File: src/rtl/db_arbiter.sv
// db_arbiter: two-master round-robin arbiter for the shared physical data bus.
// Master 0 is the CPU/MMU side and master 1 is a secondary master (DMA or display fetch).
// A lock keeps a multi-transaction sequence together. The lock is bounded while the
// other master is waiting, and a watchdog aborts a transaction the slave never finishes.
`ifndef MEM_ACCESS
`define MEM_ACCESS [1:0]
`endif
`ifndef MEM_NONE
`define MEM_NONE 2'd0
`endif

module db_arbiter #(
    parameter int MAX_LOCK = 8,
    parameter int TIMEOUT  = 1024,
    parameter     TAG      = "DB_ARB"
) (
    input  logic             clk,
    input  logic             res_n,
    input  logic [31:0]      m0_addr,
    input  logic [31:0]      m1_addr,
    input  logic [31:0]      m0_dataOut,
    input  logic [31:0]      m1_dataOut,
    input  logic `MEM_ACCESS m0_accessType,
    input  logic `MEM_ACCESS m1_accessType,
    input  logic             m0_io,
    input  logic             m1_io,
    input  logic             m0_lock,
    input  logic             m1_lock,
    output logic [31:0]      m0_dataIn,
    output logic [31:0]      m1_dataIn,
    output logic             m0_ready,
    output logic             m1_ready,
    output logic             m0_err,
    output logic             m1_err,
    output logic [31:0]      db_addr,
    output logic [31:0]      db_dataOut,
    output logic `MEM_ACCESS db_accessType,
    output logic             db_io,
    input  logic [31:0]      db_dataIn,
    input  logic             db_ready,
    output logic [1:0]       grant
);

    localparam int LK_W = (MAX_LOCK > 0) ? $clog2(MAX_LOCK + 1) : 1;
    localparam int WD_W = (TIMEOUT > 1) ? $clog2(TIMEOUT) : 1;
    localparam logic [LK_W-1:0] LOCK_LAST = LK_W'(MAX_LOCK - 1);
    localparam logic [WD_W-1:0] WD_LAST   = WD_W'(TIMEOUT - 1);

    typedef enum logic [1:0] {S_IDLE, S_OWN0, S_OWN1} state_t;

    state_t          r_state, w_state_nxt;
    logic            r_last, w_last_nxt;      // master that completed or aborted most recently
    logic [LK_W-1:0] r_lockCnt, w_lockCnt_nxt;
    logic [WD_W-1:0] r_wdCnt, w_wdCnt_nxt;

    logic   w_req0, w_req1;
    logic   w_owned, w_sel;                   // w_sel: 1 when master 1 owns the bus
    logic   w_reqOwn, w_reqOth, w_lockOwn;
    state_t w_othState;

    assign w_req0 = (m0_accessType != `MEM_NONE);
    assign w_req1 = (m1_accessType != `MEM_NONE);

    // Read data is broadcast; only the granted master sees ready.
    assign m0_dataIn = db_dataIn;
    assign m1_dataIn = db_dataIn;
    assign grant     = {r_state == S_OWN1, r_state == S_OWN0};

    // State and counter registers
    always_ff @(posedge clk or negedge res_n) begin
        if (!res_n) begin
            r_state   <= S_IDLE;
            r_last    <= 1'b1;                // master 0 wins the first tie
            r_lockCnt <= '0;
            r_wdCnt   <= '0;
        end else begin
            r_state   <= w_state_nxt;
            r_last    <= w_last_nxt;
            r_lockCnt <= w_lockCnt_nxt;
            r_wdCnt   <= w_wdCnt_nxt;
        end
    end

    // Arbitration, lock and watchdog next state plus bus mux and handshake outputs
    always_comb begin
        w_state_nxt   = r_state;
        w_last_nxt    = r_last;
        w_lockCnt_nxt = r_lockCnt;
        w_wdCnt_nxt   = r_wdCnt;
        db_addr       = m0_addr;
        db_dataOut    = m0_dataOut;
        db_io         = m0_io;
        db_accessType = `MEM_NONE;
        m0_ready      = 1'b0;
        m1_ready      = 1'b0;
        m0_err        = 1'b0;
        m1_err        = 1'b0;

        w_owned    = (r_state == S_OWN0) || (r_state == S_OWN1);
        w_sel      = (r_state == S_OWN1);
        w_reqOwn   = w_sel ? w_req1 : w_req0;
        w_reqOth   = w_sel ? w_req0 : w_req1;
        w_lockOwn  = w_sel ? m1_lock : m0_lock;
        w_othState = w_sel ? S_OWN0 : S_OWN1;

        if (!w_owned) begin
            // Idle: the master that did not go last wins a tie.
            w_lockCnt_nxt = '0;
            w_wdCnt_nxt   = '0;
            if (w_req0 && (!w_req1 || r_last))
                w_state_nxt = S_OWN0;
            else if (w_req1)
                w_state_nxt = S_OWN1;
            else
                w_state_nxt = S_IDLE;
        end else begin
            db_addr       = w_sel ? m1_addr       : m0_addr;
            db_dataOut    = w_sel ? m1_dataOut    : m0_dataOut;
            db_io         = w_sel ? m1_io         : m0_io;
            db_accessType = w_sel ? m1_accessType : m0_accessType;

            if (db_ready) begin
                // Completion. It takes priority over a watchdog expiry on the same cycle.
                m0_ready    = !w_sel;
                m1_ready    = w_sel;
                w_last_nxt  = w_sel;
                w_wdCnt_nxt = '0;
                if (!w_lockOwn) begin
                    w_lockCnt_nxt = '0;
                    w_state_nxt   = w_reqOth ? w_othState : S_IDLE;
                end else if (w_reqOth) begin
                    if (r_lockCnt == LOCK_LAST) begin
                        w_lockCnt_nxt = '0;
                        w_state_nxt   = w_othState;
                    end else begin
                        w_lockCnt_nxt = r_lockCnt + 1'b1;
                    end
                end
            end else if (!w_reqOwn) begin
                // The owner withdrew. A held lock bridges gaps between transactions.
                if (!w_lockOwn) begin
                    w_state_nxt   = S_IDLE;
                    w_lockCnt_nxt = '0;
                    w_wdCnt_nxt   = '0;
                end
            end else if (r_wdCnt == WD_LAST) begin
                // Slave never answered. Abort without ready and ignore the lock.
                m0_err        = !w_sel;
                m1_err        = w_sel;
                w_state_nxt   = S_IDLE;
                w_last_nxt    = w_sel;
                w_lockCnt_nxt = '0;
                w_wdCnt_nxt   = '0;
            end else begin
                w_wdCnt_nxt = r_wdCnt + 1'b1;
            end
        end
    end

`ifdef DEBUG_DISPLAY
    // Trace grant changes and watchdog aborts
    always_ff @(posedge clk) begin
        if (res_n && (w_state_nxt != r_state))
            $display("%s: grant %b -> %b", TAG, grant,
                     {w_state_nxt == S_OWN1, w_state_nxt == S_OWN0});
        if (m0_err || m1_err)
            $display("%s: watchdog abort master %0d", TAG, m1_err);
    end
`endif

endmodule

File: config.mk
export PLATFORM = sky130hd
export DESIGN_NAME = db_arbiter
export DESIGN_NICKNAME = d
export VERILOG_FILES = /design/src/rtl/db_arbiter.sv
export SDC_FILE = /design/constraint.sdc
export NUM_CORES = 1
export LEC_CHECK = 0
export CAP_MARGIN = 20
export CORE_AREA = 2 2 121 123
export DETAILED_ROUTE_END_ITERATION = 7
export DIE_AREA = 0 0 123 125
export PLACE_DENSITY_LB_ADDON = 0.05
export SKIP_CTS_REPAIR_TIMING = 1
export SLEW_MARGIN = 30
export SYNTH_ARGS = -nofsm -noshare
export SYNTH_HDL_FRONTEND = slang
export SYNTH_SLANG_ARGS = --single-unit
File: constraint.sdc
create_clock -name clk -period 3 [get_ports clk]
set_input_delay 0.45 -clock clk [delete_from_list [all_inputs] [get_ports clk]]
set_output_delay 0.45 -clock clk [all_outputs]
set_load 0.03 [all_outputs]
==> impl_metrics.toml, run 1 <==
[outcome]
status = "complete, no violations"

[clock_tree]
cts-buffers-inserted = 3
insertion_delay_ps = 250
cts_max_level = 1
clkSlewWorstSetupHoldPaths_ps = 50
clockBufferDepth = 2
cts_tree = "yes"
root_buffer = "clkbuf_16"
clock_sinks = 17

[placed_design]
hpwlAfterDp_um = 9652
place_congestion = 0.7446
port_buffers = 211

[critical_path]
crit_path_start = "r_state[0]$_DFFE_PN0P_"
end_kind = "output port"
crit_type = "reg2out"
worstPathMaxFanout = 36
r2r-start = "r_state[0]$_DFFE_PN0P_"
required_ps = 2550
reg2reg_slack_ps = 330
r2r-end = "r_state[0]$_DFFE_PN0P_"
critPathLaunchType = "flop"
crit_family = "buffers and inverters"
cp.buffers_inverters = 3
cp_slowest_cell = "clkdlybuf4s50_1"
worstPathArrival_ps = 2380
worstPathCellList = "inv_1 -> ha_4 -> buf_12 -> mux2_2 -> clkdlybuf4s50_1"
r2r_cells = 8
cpPeakStageDelay_ps = 650

[finish]
antenna_cells = 0
synthToLayoutAreaGrowth_pct = 83.32
nets = 587
layout-drive-gt1-share_pct = 21.41
finish.utilization_pct = 30.60

[die]
die_h_um = 125
coreArea_sq_um = 14200
die_x_um = 123
rows = 44
initial_core_util_pct = 16.69
fp.dieArea_sq_um = 15380
io_pins = 308

[synth]
synthTopCellsByArea = "mux2_2, buf_4, dfrtp_1"
syn-num-nets = 438
synthDistinctLibCells = 40
synth_top_area_share_pct = 31.35
synth-main-ff-cell = "dfrtp_1"
synthArstFlopShare_pct = 100.0
synthCells = 263
syn_area_per_cell_sq_um = 9.015
synth_warnings = 0
yosys.area.top_type = "mux2_2"
seq_area_frac_synth_pct = 17.99
synth-edff-count = 0
synth_seq_cells = 17
syn_area_sq_um = 2371

[pwr]
power_density_nw_per_um2 = 714.5
p_total_uw = 3106
peakVddDrop_mv = 0.2901
p_leak_uw = 0.001619

[worst_hold_path]
hold_path.startpoint = "r_lockCnt[1]$_DFFE_PN0P_"
hold_path_depth = 2
worstHoldEndpoint = "r_lockCnt[1]$_DFFE_PN0P_"
hold_class = "reg2reg"

[routing]
drtPass1Iterations = 4
final_antenna_net_count = 0
wl_um = 11350
drc = 0
wl_per_cell_um = 19.08
vias_per_cell = 4.044
drtIter0Drc = 89
via_count = 2406

[sta]
fin_tns_setup_ps = 0
hold_viol = 0
finalSetupViolCount = 0
fin_worst_skew_ps = 1.633
relSlewSlack_pct = 42.62
worst_pin_slew_ps = 858.0
max_freq_ghz = 0.3538
drv_slew = 0
finalCritPeriodShare_pct = 94.22
grt_setup_unrepaired = "no"
finalCriticalPeriod_ps = 2827

[global_route]
grt_pass1_vias = 2563
grt.total_usage_pct = 14.47
grt_pass1_wl_um = 16610
grt_overflow = 0
grt_max_degree = 37
antenna_found_initial = 0

[job]
cap_violations = 0
worst reg2reg max path: stages, from the launching register on:
cell and delay, ps:
dfrtp_1 380, inv_1 80, ha_4 250, buf_6 200
or3_1 400, a2111o_4 590, o211ai_4 160, nand2b_4 200
mux2_4 290
layout make-up:
cell class                 instances  area (sq um)
multi-input combinational        169          1424
timing repair buffer             218          2176
sequential                        17         426.7
fill                            1531          9857
inverter                           3         11.26
clock buffer                       4         78.83
tap                              184         230.2
registers in the layout, summed over array words and instances (netlist names):
register / count
r_last: 1
r_lockCnt: 4
r_state: 2
r_wdCnt: 10
power breakdown:
part	internal [uW]	total (uW)	switching (uW)
combinational	1210	2540	1330
sequential	267	296	29.1
clock	180	267	86.6
total	1660	3110	1440
worst max path at each step:
| stage | end | slack (ps) | cells after the start |
|---|---|---|---|
| after global routing | db_dataOut[4] | 40 | 5 |
| final | db_dataOut[6] | 170 | 5 |
| after global placement | r_state[0]$_DFFE_PN0P_ | 280 | 6 |
| after floorplan | r_state[0]$_DFFE_PN0P_ | 680 | 7 |
| after detailed placement | r_state[0]$_DFFE_PN0P_ | 250 | 6 |
| after CTS | db_dataOut[6] | 30 | 5 |
per-layer routing:
| metal | track usage (%) | part of all wire, % | wire (um) | vias up |
|---|---|---|---|---|
| met3 | 7.299 | 12 | 1338 | 4 |
| met4 | 2.139 | 0.57 | 65 | 0 |
| met2 | 24.57 | 50 | 5644 | 146 |
| met1 | 16.56 | 38 | 4304 | 1095 |
| met5 | 0 | 0 | 0 | - |
| li1 | - | - | - | 1161 |
layout by cell type (no fill, tap or decap), types with 2 or more instances in the layout:
master,instances
clkdlybuf4s50_1,209
mux2_2,66
nor2_1,20
dfrtp_1,16
nand2_1,13
o21ai_0,12
buf_4,7
nand3_1,6
mux2i_1,4
and3_1,4
nor3_1,4
xor2_1,4
inv_1,3
nand4_1,3
o31ai_1,3
ha_1,3
clkbuf_16,3
or3_1,2
a21oi_1,2
o41ai_1,2
through the flow:
stage                     hold WS (ps)  cells  setup WS [ps]  area (sq um)
after floorplan                  154.4    263          682.0          2371
after global placement           505.1    590          278.2          4257
after detailed placement         505.0    590          250.9          4257
after CTS                        520.5    594          25.90          4335
after global routing             552.6    595          39.81          4347
final                            512.3    595          173.5          4347
synthesized netlist by cell type (2+ instances only):
library cell	instances
xor2_1	4
nor2_1	20
nand3_1	6
or3_1	2
mux2i_1	4
o31ai_1	3
buf_4	65
dfrtp_1	16
inv_1	3
clkbuf_1	9
and3_1	4
nand2_1	13
ha_1	4
nand4_1	3
o41ai_1	2
o21ai_0	12
a21oi_1	2
mux2_2	66
nor3_1	4
cells by family (layout without fill, tap and decap cells):
kind of cell	after synthesis	in the layout	synth area share [%]
XOR/XNOR	5	5	1.847
AND/OR/NAND/NOR	60	60	12.67
flip-flops	17	17	17.99
AO/OA/AOI/OAI	29	29	9.236
buffers and inverters	77	225	22.48
adder cells (fa/ha/maj)	4	4	2.111
multiplexers	71	71	33.67
Note: power is estimated with default switching activity, not from simulation.
==> run 2, diff against run 1 <==
Settings changed: CORE_AREA 2 2 121 123 to default, CORE_ASPECT_RATIO from default to 0.6, CORE_MARGIN from default to 8, CORE_UTILIZATION from default to 26, DIE_AREA 0 0 123 125 to default, SKIP_CTS_REPAIR_TIMING 1 to default.
==> impl_metrics.toml, run 2 (synthesis gave the netlist of run 1 again) <==
[finish]
finish.utilization_pct = 47.12
largest_reg_flops = 10
top_register = "r_wdCnt"
fill_cells = 854
register_area_sq_um = 426.7
mostFrequentLayoutCells = "clkdlybuf4s50_1, mux2_2, nor2_1"
antenna_cells = 0
nets = 586
synthToLayoutAreaGrowth_pct = 79.26
final_common_cell = "clkdlybuf4s50_1"
top_regs = "r_wdCnt (10), r_lockCnt (4), r_state (2)"
multiInputGateArea_sq_um = 1424
finalNonFillerCells = 526
layout-drive-gt1-share_pct = 21.22

[global_route]
antenna_found_initial = 0
grt_pass1_wl_um = 16150
grt.total_usage_pct = 16.78
grt_overflow = 0
grt_pass1_vias = 2463
grt_max_degree = 53

[pwr]
p_leak_uw = 0.001613
power_density_nw_per_um2 = 720.3
peakVddDrop_mv = 0.4334

[placed_design]
port_buffers = 211
place_congestion = 0.8306
hpwlAfterDp_um = 9568
dp_cells = 522

[critical_path]
worstPathMaxFanout = 52
critPathLaunchType = "flop"
crit_type = "reg2out"
end_kind = "output port"
required_ps = 2550
worstPathArrival_ps = 2330

[routing]
highest_layer = "met4"
drc = 0
final_antenna_net_count = 0
drtPass1Iterations = 4
vias_per_cell = 4.530
wl_per_cell_um = 20.79
via_count = 2383
wl_met3_um = 804
met1_length_um = 4098
met2_length_um = 5699
drtIter0Drc = 169
wl_um = 10940

[sta]
drv_slew = 0
hold_viol = 0
grt_setup_unrepaired = "no"
finalCritPeriodShare_pct = 92.71
max_freq_ghz = 0.3595
fin_tns_setup_ps = 0
worst_pin_slew_ps = 796.2
relSlewSlack_pct = 46.75
fin_worst_skew_ps = 5.864
finalSetupViolCount = 0
finalCriticalPeriod_ps = 2781

[worst_hold_path]
hold_class = "reg2reg"

[die]
rows = 27
io_pins = 308
initial_core_util_pct = 26.29
die_x_um = 139.3
die_h_um = 89.97
fp.dieArea_sq_um = 12530
coreArea_sq_um = 9020

[clock_tree]
cts-resized-gates = 0
insertion_delay_ps = 250
cts_max_level = 1
clkSlewWorstSetupHoldPaths_ps = 50
cts-buffers-inserted = 3
clock_sinks = 17
clockBufferDepth = 2
cts_tree = "yes"
post_cts.repair.setup_buffers = 0
root_buffer = "clkbuf_16"
cts_hold_buf = 0

[outcome]
status = "complete, no violations"

[job]
cap_violations = 0
==> run 2: cell types whose count changed in the layout (fill, tap and decap cells not counted), sizes merged <==
cell,before,now
buf,9,8
==> run 2: worst paths after layout <==
kind | startpoint | endpoint | slack (ps) | cells after the start
min | r_wdCnt[6]$_DFFE_PN0P_ | r_wdCnt[6]$_DFFE_PN0P_ | 500 | 1
max in group asynchronous | res_n | r_state[0]$_DFFE_PN0P_ | 1830 | 1
max reg2reg | r_state[0]$_DFFE_PN0P_ | r_state[0]$_DFFE_PN0P_ | 470 | 7
max | r_state[0]$_DFFE_PN0P_ | db_dataOut[3] | 220 | 5
min in group asynchronous | res_n | r_wdCnt[7]$_DFFE_PN0P_ | 670 | 1
min reg2reg | r_wdCnt[6]$_DFFE_PN0P_ | r_wdCnt[6]$_DFFE_PN0P_ | 500 | 1
==> run 2: area by class of cell <==
type	instances	area share, %
well taps	116	3.415
repair buffers	217	50.93
flip-flops and latches	17	10.04
clock buffers	4	1.855
inverters	3	0.2649
multi-input cells	169	33.50
==> run 2: worst max-delay path, stage by stage, from the launching register on <==
cell             delay, ps
dfrtp_1                390
inv_1                  100
ha_4                   260
buf_12                 270
mux2_2                 370
clkdlybuf4s50_1        650
==> run 2: per-stage QoR <==
| step | hold WS [ps] | cell area (sq um) | total power (uW) | setup WS [ps] |
|---|---|---|---|---|
| 6_report | 504.9 | 4250 | 3061 | 218.6 |
| 5_1_grt | 544.5 | 4250 | 3238 | 120.4 |
| 4_1_cts | 507.1 | 4250 | 3112 | 177.6 |
| 3_5_place_dp | 500.0 | 4172 | 2827 | 252.9 |
| 3_3_place_gp | 500.3 | 4172 | 2838 | 284.7 |
| 2_1_floorplan | 154.4 | 2371 | 1961 | 682.0 |
==> run 2: routing by layer <==
layer | vias up | global-route usage, %
met1 | 1072 | 18.57
li1 | 1166 | -
met2 | 109 | 30.60
met5 | - | 0
met4 | 0 | 6.630
met3 | 36 | 3.852
==> run 2: report_power, final <==
group          switching (uW)  total (uW)  internal, uW  leakage, uW
registers                27.5         295           267     0.000230
logic                    1300        2500          1200      0.00134
clock network            85.1         265           180    0.0000382
